**src/rtl/chacha_pkg.sv**
```systemverilog
// Shared types and constants for the ChaCha20 keystream sequencer.
// Covers block geometry, the counter word and the control FSM states.
package chacha_pkg;

  typedef logic [31:0] word_t;

  localparam int BLOCK_BYTES = 64;
  localparam int KS_BLOCK_W  = 8 * BLOCK_BYTES;
  localparam int IDX_W       = 6;

  typedef enum logic [2:0] {
    S_IDLE,
    S_REQ,
    S_WAIT,
    S_LOAD,
    S_STREAM,
    S_FIN
  } ks_state_t;

endpackage

```
**src/rtl/ks_byte_buffer.sv**
```systemverilog
// Holds one finished 512-bit keystream block and serves it byte by byte.
// The index walks little-endian byte order from 0 up to BLOCK_BYTES-1.
module ks_byte_buffer
  import chacha_pkg::*;
(
  input  logic                  clk,
  input  logic                  rst,
  input  logic                  load_i,
  input  logic                  adv_i,
  input  logic [KS_BLOCK_W-1:0] blk_i,
  output logic [7:0]            byte_o,
  output logic                  last_o
);

  logic [KS_BLOCK_W-1:0] buf_q;
  logic [IDX_W-1:0]      idx_q;

  always_ff @(posedge clk) begin
    if (rst) begin
      buf_q <= '0;
      idx_q <= '0;
    end else if (load_i) begin
      buf_q <= blk_i;
      idx_q <= '0;
    end else if (adv_i) begin
      idx_q <= idx_q + 1'b1;
    end
  end

  assign byte_o = buf_q[{idx_q, 3'b000} +: 8];
  assign last_o = (idx_q == IDX_W'(BLOCK_BYTES - 1));

endmodule

```
**src/rtl/chacha20_keystream_ctrl.sv**
```systemverilog
// Sequences ChaCha20 block requests and serialises each block as bytes.
// Owns the 32-bit block counter, the remaining-byte count and wrap detection.
module chacha20_keystream_ctrl
  import chacha_pkg::*;
#(
  parameter int DATA_SIZE   = 8,
  parameter int BLOCK_BYTES = 64,
  parameter int LEN_W       = 16
) (
  input  logic                     clk,
  input  logic                     rst,
  input  logic                     start,
  input  logic [31:0]              init_counter,
  input  logic [LEN_W-1:0]         msg_len,
  output logic                     busy,
  output logic                     done,
  output logic                     ctr_err,
  output logic                     bf_start,
  output logic [31:0]              bf_counter,
  input  logic                     bf_ready,
  input  logic [8*BLOCK_BYTES-1:0] ks_block,
  output logic                     ks_valid,
  input  logic                     ks_ready,
  output logic [DATA_SIZE-1:0]     ks_byte,
  output logic                     ks_last
);

  ks_state_t        state_q, state_d;
  word_t            ctr_q, ctr_d;
  logic [LEN_W-1:0] rem_q, rem_d;
  logic             err_q, err_d;
  logic             load, adv;
  logic [7:0]       buf_byte;
  logic             buf_last;

  ks_byte_buffer u_buf (
    .clk    (clk),
    .rst    (rst),
    .load_i (load),
    .adv_i  (adv),
    .blk_i  (ks_block),
    .byte_o (buf_byte),
    .last_o (buf_last)
  );

  always_ff @(posedge clk) begin
    if (rst) begin
      state_q <= S_IDLE;
      ctr_q   <= '0;
      rem_q   <= '0;
      err_q   <= 1'b0;
    end else begin
      state_q <= state_d;
      ctr_q   <= ctr_d;
      rem_q   <= rem_d;
      err_q   <= err_d;
    end
  end

  always_comb begin
    state_d = state_q;
    ctr_d   = ctr_q;
    rem_d   = rem_q;
    err_d   = err_q;
    load    = 1'b0;
    adv     = 1'b0;
    unique case (state_q)
      S_IDLE: begin
        if (start) begin
          err_d = 1'b0;
          if (msg_len != '0) begin
            ctr_d   = init_counter;
            rem_d   = msg_len;
            state_d = S_REQ;
          end else begin
            state_d = S_FIN;
          end
        end
      end
      S_REQ:  state_d = S_WAIT;
      S_WAIT: if (bf_ready) state_d = S_LOAD;
      S_LOAD: begin
        load    = 1'b1;
        state_d = S_STREAM;
      end
      S_STREAM: begin
        if (ks_ready) begin
          adv   = 1'b1;
          rem_d = rem_q - 1'b1;
          if (rem_q == LEN_W'(1)) begin
            state_d = S_FIN;
          end else if (buf_last) begin
            // never let the counter wrap silently
            if (ctr_q == 32'hFFFF_FFFF) begin
              err_d   = 1'b1;
              state_d = S_FIN;
            end else begin
              ctr_d   = ctr_q + 32'd1;
              state_d = S_REQ;
            end
          end
        end
      end
      S_FIN:   state_d = S_IDLE;
      default: state_d = S_IDLE;
    endcase
  end

  assign busy       = (state_q == S_REQ) || (state_q == S_WAIT) ||
                      (state_q == S_LOAD) || (state_q == S_STREAM);
  assign done       = (state_q == S_FIN);
  assign ctr_err    = err_q;
  assign bf_start   = (state_q == S_REQ);
  assign bf_counter = ctr_q;
  assign ks_valid   = (state_q == S_STREAM);
  assign ks_last    = ks_valid && (rem_q == LEN_W'(1));
  assign ks_byte    = ks_valid ? DATA_SIZE'(buf_byte) : '0;

endmodule

```
**config.mk**
```make
export PLATFORM = sky130hd
export DESIGN_NAME = chacha20_keystream_ctrl
export DESIGN_NICKNAME = d
export VERILOG_FILES = /design/src/rtl/chacha_pkg.sv /design/src/rtl/ks_byte_buffer.sv /design/src/rtl/chacha20_keystream_ctrl.sv
export SDC_FILE = /design/constraint.sdc
export NUM_CORES = 1
export LEC_CHECK = 0
export ABC_AREA = 1
export BUFFER_PORTS_ARGS = -buffer_cell sky130_fd_sc_hd__buf_2
export CORE_AREA = 2 2 239 241
export CTS_BUF_LIST = sky130_fd_sc_hd__clkbuf_2
export DETAILED_ROUTE_END_ITERATION = 16
export DIE_AREA = 0 0 241 243
export GPL_ROUTABILITY_DRIVEN = 0
export GPL_TIMING_DRIVEN = 0
export PLACE_DENSITY = 0.73
export SLEW_MARGIN = 10
export SYNTH_ARGS = -nofsm -noshare
export SYNTH_HDL_FRONTEND = slang
export SYNTH_SLANG_ARGS = --single-unit
```
**constraint.sdc**
```tcl
create_clock -name clk -period 1.9 [get_ports clk]
set_input_delay 0.19 -clock clk [delete_from_list [all_inputs] [get_ports clk]]
set_output_delay 0.19 -clock clk [all_outputs]
set_load 0.05 [all_outputs]
```
==> results.rst, run 1 <==
.. list-table::
   :header-rows: 1

   * - Metric
     - Value
   * - Result of the run
     - aborted with a tool error
   * - Last stage the flow got to
     - global routing (5_1_grt)
   * - First error message
     - [ERROR GRT-0116] Global routing finished with congestion. Check the congestion regions in the DRC Viewer.
   * - Main synth FF type
     - sky130_fd_sc_hd__dfxtp_1
   * - Syn avg cell area
     - ~6.4 µm²
   * - Horizontal die dimension
     - 241 µm
   * - Synth cell types
     - 36
   * - Via count of the first global-routing pass
     - 51,100
   * - Number of rows in the core area
     - 87
   * - Cell area reported after detailed placement
     - 31,300 µm²
   * - Leading post-synthesis cells by cell area
     - sky130_fd_sc_hd__dfxtp_1 42%, sky130_fd_sc_hd__nor2_1 14%, sky130_fd_sc_hd__o21ai_0 11%, sky130_fd_sc_hd__nand2_1 11%, sky130_fd_sc_hd__a21oi_1 5.5%
   * - Largest net degree at the start of global routing
     - 17
   * - Global routing usage summed across all routing layers
     - ~80%
   * - Most frequent cells after synthesis
     - 982 x sky130_fd_sc_hd__nor2_1, 800 x sky130_fd_sc_hd__nand2_1, 616 x sky130_fd_sc_hd__o21ai_0
   * - Yosys reg bits
     - 570
   * - Number of warnings printed during yosys synthesis
     - 0
   * - Sequential area share after synthesis
     - 42.0%
   * - Post-synthesis instance area
     - ~27,000 µm²
   * - H-tree depth
     - 4
   * - Buffers from clock root to sink, at most
     - 3
   * - Count of flip-flops with a built-in enable after synthesis
     - 0
   * - Remaining global-route overflow
     - between 900 and 1,000
   * - DIE HEIGHT
     - 243 µm
   * - Post-synth net total
     - between 4,000 and 5,000
   * - Number of buffers inserted during clock tree synthesis
     - 150
   * - Wire length of the first global-routing pass
     - between 300,000 and 400,000 µm
   * - Starting Density
     - about 49%
   * - Worst slack at placement
     - -1.26 ns
   * - Cell accounting for the most synthesized area
     - sky130_fd_sc_hd__dfxtp_1
   * - Fraction of registers with async set or reset after synthesis
     - 0%
   * - Most repeated cell in the gate-level netlist after synthesis
     - sky130_fd_sc_hd__nor2_1
   * - Clock root cell
     - sky130_fd_sc_hd__clkbuf_2
   * - Boundary pin count
     - between 600 and 700
   * - Number of clock sinks
     - between 500 and 600
   * - Yosys top cell area share
     - 42.0%
   * - Synth Instances
     - between 4,000 and 5,000
   * - IO buf count
     - 609
   * - HPWL Detailed
     - slightly above 90,000 µm
==> per-layer routing <==
layer  global-route usage (%)  GRT overflow
met1                     81.8            41
met2                     96.2           609
met3                     65.9            29
met4                     73.2           316
met5                     33.2             2
==> repair_timing <==
action | 4_1_cts
gates cloned | 1
endpoints found under the hold margin | 570
setup endpoints to repair | 602
hold buffers | 1180
gates resized for setup | 614
setup buffers | 49
pin swaps | 17
==> stage by stage <==
| step | std cells | TNS, ns |
|---|---|---|
| 4_1_cts | 7100 | -44.06 |
| 2_1_floorplan | 4254 | -0.204 |
| 3_3_place_gp | 5619 | -253.47 |
| 3_5_place_dp | 5619 | -261.16 |
==> kinds of logic after synthesis <==
| logic type | share of synthesized area (%) |
|---|---|
| AND/OR/NAND/NOR | 30.5 |
| flip-flops | 42.0 |
| adder cells (fa/ha/maj) | 0.184 |
| buffers and inverters | 9.19 |
| XOR/XNOR | 0.387 |
| AO/OA/AOI/OAI | 17.7 |
==> inputs of run 2 (changes only) <==
--- a/config.mk
+++ b/config.mk
@@ -7,13 +7,12 @@
 export LEC_CHECK = 0
 export ABC_AREA = 1
 export BUFFER_PORTS_ARGS = -buffer_cell sky130_fd_sc_hd__buf_2
-export CORE_AREA = 2 2 239 241
-export CTS_BUF_LIST = sky130_fd_sc_hd__clkbuf_2
+export CORE_AREA = 2 2 264 266
 export DETAILED_ROUTE_END_ITERATION = 16
-export DIE_AREA = 0 0 241 243
+export DIE_AREA = 0 0 266 268
 export GPL_ROUTABILITY_DRIVEN = 0
 export GPL_TIMING_DRIVEN = 0
-export PLACE_DENSITY = 0.73
+export PLACE_DENSITY_LB_ADDON = 0.15
 export SLEW_MARGIN = 10
 export SYNTH_ARGS = -nofsm -noshare
 export SYNTH_HDL_FRONTEND = slang
==> run 2 against run 1 <==
- the flow now finishes, with violations (negative hold slack, negative setup slack)
- area after synthesis stayed put
- synthesized cell count stayed put
==> results.rst, run 2 <==
.. list-table::
   :header-rows: 1

   * - Metric
     - Value
   * - Power share of the combinational group
     - a little over a fifth
   * - Most common cell after layout, fill and taps aside
     - sky130_fd_sc_hd__nor2_1
   * - Switching Share
     - 30.4%
   * - Power dissipated by switching net loads
     - slightly above 10 mW
   * - Final Worst Setup Slack
     - -1.14 ns
   * - Number of pins exceeding their max-slew limit in the final report
     - 0
   * - Number of failing setup endpoints in the final timing report
     - 13
   * - CTS clock-pin slew for the worst setup and hold paths
     - around 0.06 ns
   * - Sequential area share after synthesis
     - 42.0%
   * - Power share of the sequential group
     - between 40% and 50%
   * - IO buf count
     - between 600 and 700
   * - Global routing usage summed across all routing layers
     - about 38%
   * - Final Hold Viols
     - 1
   * - CTS tree
     - yes
   * - Post-synth net total
     - slightly below 5,000
   * - Most repeated cell in the gate-level netlist after synthesis
     - sky130_fd_sc_hd__nor2_1
   * - Type of destination of the critical path
     - output port
   * - Total via count after detailed routing
     - between 30,000 and 40,000
   * - Synth Instances
     - between 4,000 and 5,000
   * - Largest reg by FF count
     - u_buf.buf_q
   * - Horizontal die dimension
     - 266 µm
   * - Post-detailed-route count of antenna-violating nets
     - 0
   * - Number of clock sinks
     - between 500 and 600
   * - DIE HEIGHT
     - ~270 µm
   * - Routed length per placed instance
     - 22.0 µm
   * - Critical path arrival
     - roughly 2.9 ns
   * - Starting Density
     - between 30 and 40%
   * - Number of rows in the core area
     - 96
   * - Violations in the final reports
     - negative hold slack, negative setup slack
   * - Total Nets Final
     - approximately 6,000
   * - Synth cell types
     - 36
   * - Most frequent cells after synthesis
     - 982 x sky130_fd_sc_hd__nor2_1, 800 x sky130_fd_sc_hd__nand2_1, 616 x sky130_fd_sc_hd__o21ai_0
   * - Detailed-routing iteration count for the pre-antenna-repair pass
     - 6
   * - Area inside the core boundary
     - approximately 70,000 µm²
   * - Count of flip-flops with a built-in enable after synthesis
     - 0
   * - Via count of the first global-routing pass
     - roughly 33,000
   * - Total die area
     - approximately 70,000 µm²
   * - DRC viols
     - 0
   * - Cell-by-cell trace of the critical path
     - buf_12, buf_6, buf_12, nor2_1, nor2_1, o21ai_0, nand3_1, nand3_1, nand2_2, nand3_4, a21oi_4, buf_6
   * - Maxcap violations
     - 0
   * - Headroom to the max-slew limit
     - 43.1%
   * - Wire length of the first global-routing pass
     - roughly 200,000 µm
   * - Largest delay share family, worst path
     - buffers and inverters
   * - Main synth FF type
     - sky130_fd_sc_hd__dfxtp_1
   * - Clock skew after layout
     - about 0.026 ns
   * - Result of the run
     - finished with violations
   * - H-tree depth
     - 3
   * - Source-to-sink clock delay at the later pin of the worst-skew pair
     - 0.63 ns
   * - Layout cells sized above 1
     - between 20% and 30%
   * - Largest net degree at the start of global routing
     - 15
   * - HPWL Detailed
     - between 90,000 and 100,000 µm
   * - Fraction of registers with async set or reset after synthesis
     - 0%
   * - Leak pwr
     - 18.4 nW
   * - Achievable Freq
     - between 300 and 400 MHz
   * - Total power density per cell area
     - approximately 800 nW/µm²
   * - Crit start category
     - flop
   * - WP buf/inv
     - 4
   * - Worst hold slack
     - -0.0327 ns
   * - Flip-flop count of the largest register, all copies and words added
     - between 500 and 600
   * - Yosys top cell area share
     - a little over two fifths
   * - Average via count per standard cell
     - around 5.4
   * - Worst slew pin tran
     - between 0.8 and 0.9 ns
   * - Max FO, Critical Path
     - 10
   * - Post-synthesis instance area
     - approximately 27,000 µm²
   * - Clock root cell
     - sky130_fd_sc_hd__clkbuf_16
   * - Number of violations reported at the end of detailed-routing iteration 0
     - about 3,800
   * - Worst IR drop on VDD
     - 0.619 mV
   * - Slowest cell on crit path
     - sky130_fd_sc_hd__dfxtp_4
   * - Yosys reg bits
     - 570
   * - Class of the tightest hold or removal check
     - in -> reg
   * - Number of warnings printed during yosys synthesis
     - 0
   * - Number of buffers inserted during clock tree synthesis
     - 66
   * - Proportion of power drawn by the clock network
     - between 30% and 40%
   * - RSZ-0062 raised after global routing
     - true
   * - Antenna violations before repair
     - 3
   * - Boundary pin count
     - about 610
   * - Routed wire length
     - 142,000 µm
   * - Syn avg cell area
     - between 6 and 7 µm²
   * - Remaining global-route overflow
     - 0
   * - Cell accounting for the most synthesized area
     - sky130_fd_sc_hd__dfxtp_1
   * - Core utilization of the finished layout
     - roughly three fifths
   * - Crit path largest cell delay
     - between 0.3 and 0.4 ns
   * - Internal power summed over all cells
     - around 24 mW
   * - Buffers from clock root to sink, at most
     - 3
   * - Final worst path period share
     - 160%
   * - Worst endpoint required time
     - approximately 1.7 ns
   * - Min cycle time layout
     - 3.04 ns
   * - Layout-stage area growth over the synthesis result
     - 53.4%
   * - Leading post-synthesis cells by cell area
     - sky130_fd_sc_hd__dfxtp_1 42%, sky130_fd_sc_hd__nor2_1 14%, sky130_fd_sc_hd__o21ai_0 11%, sky130_fd_sc_hd__nand2_1 11%, sky130_fd_sc_hd__a21oi_1 5.5%
   * - Category of the critical setup timing path
     - reg -> out
   * - Commonest cells after routing, fill and taps aside
     - 934 x sky130_fd_sc_hd__nor2_1, 770 x sky130_fd_sc_hd__nand2_1, 629 x sky130_fd_sc_hd__buf_2
[run 2: cells by family after synthesis]
logic type | share of synthesized area [%]
buffers and inverters | 9.19
XOR/XNOR | 0.387
adder cells (fa/ha/maj) | 0.184
AND/OR/NAND/NOR | 30.5
AO/OA/AOI/OAI | 17.7
flip-flops | 42.0
[run 2: worst paths after layout]
check / from / to / depth (start not counted) / slack [ns]
max reg2reg: state_q[0]$_SDFFE_PP0P_ / bf_counter[3]$_SDFFE_PP0P_ / 14 / 0
min reg2reg: u_buf.buf_q[493]$_SDFFE_PP0N_ / u_buf.buf_q[493]$_SDFFE_PP0N_ / 2 / 0.45
max: u_buf.idx_q[0]$_SDFFE_PP0P_ / ks_byte[7] / 12 / -1.14
min: ks_block[431] / u_buf.buf_q[431]$_SDFFE_PP0N_ / 3 / -0.03
[run 2: layer usage]
metal | vias up | global-route usage [%] | routed length (µm)
li1 | 16100 | - | -
met4 | 0 | 23.8 | 9480
met2 | 1939 | 61.5 | 64400
met3 | 506 | 6.74 | 11600
met5 | - | 0 | 0
met1 | 16000 | 46.7 | 56500
[run 2: final cells by class]
class                           instances  area (µm²)
Inverter                              336        1280
Clock inverter                         23         287
Timing Repair Buffer                 1215        9270
Antenna cell                            4        10.0
Tap cell                              882        1100
Clock buffer                           93        1930
Fill cell                            6225       26600
Sequential cell                       570       11500
Multi-Input combinational cell       3052       14100
Buffer                                293        2160
[run 2: metrics by stage]
| step | power [mW] | std cells | instance area [µm²] | setup TNS, ns | worst slack [ns] |
|---|---|---|---|---|---|
| after floorplan | 16.8 | 4254 | 27300 | -0.204 | -0.123 |
| after global placement | 18.8 | 5745 | 31400 | -260.35 | -1.37 |
| after detailed placement | 18.9 | 5745 | 31400 | -265.59 | -1.38 |
| after CTS | 33.2 | 6439 | 40400 | -9.49 | -1.08 |
| after global routing | 35.0 | 6465 | 41600 | -10.99 | -1.12 |
| final | 33.9 | 6468 | 41600 | -9.19 | -1.14 |
[run 2: power by group through the flow]
stage / Sequential (mW) / Clock [mW] / Combinational [mW]
floorplan: 14.0 / 0 / 2.70
global placement: 13.7 / 0 / 5.10
detailed placement: 13.7 / 0 / 5.14
CTS: 13.5 / 13.3 / 6.36
global route: 13.6 / 13.8 / 7.55
finish: 13.6 / 13.3 / 7.04
[run 2: repair_timing]
item,in CTS,in global routing
buffers inserted,26,19
endpoints found under the hold margin,553,2
hold buffers,553,2
gates resized for setup,401,416
pin swaps,22,50
endpoints found under the setup margin,572,456
gates cloned,1,6
[run 2: worst reg2reg max path, stage by stage, from the launching register on]
cell                        delay (ns)
sky130_fd_sc_hd__dfxtp_4          0.39
sky130_fd_sc_hd__nor2_4           0.06
sky130_fd_sc_hd__nand2_8          0.08
sky130_fd_sc_hd__buf_8            0.12
sky130_fd_sc_hd__inv_4            0.04
sky130_fd_sc_hd__buf_8            0.12
sky130_fd_sc_hd__buf_6            0.13
sky130_fd_sc_hd__nand3_4          0.08
sky130_fd_sc_hd__nand2_4          0.06
sky130_fd_sc_hd__nor2_4           0.21
sky130_fd_sc_hd__inv_4            0.08
sky130_fd_sc_hd__buf_8            0.15
sky130_fd_sc_hd__clkbuf_16        0.17
sky130_fd_sc_hd__nor2_2           0.07
sky130_fd_sc_hd__nor2_1           0.05
(Power assumes the default switching activity.)
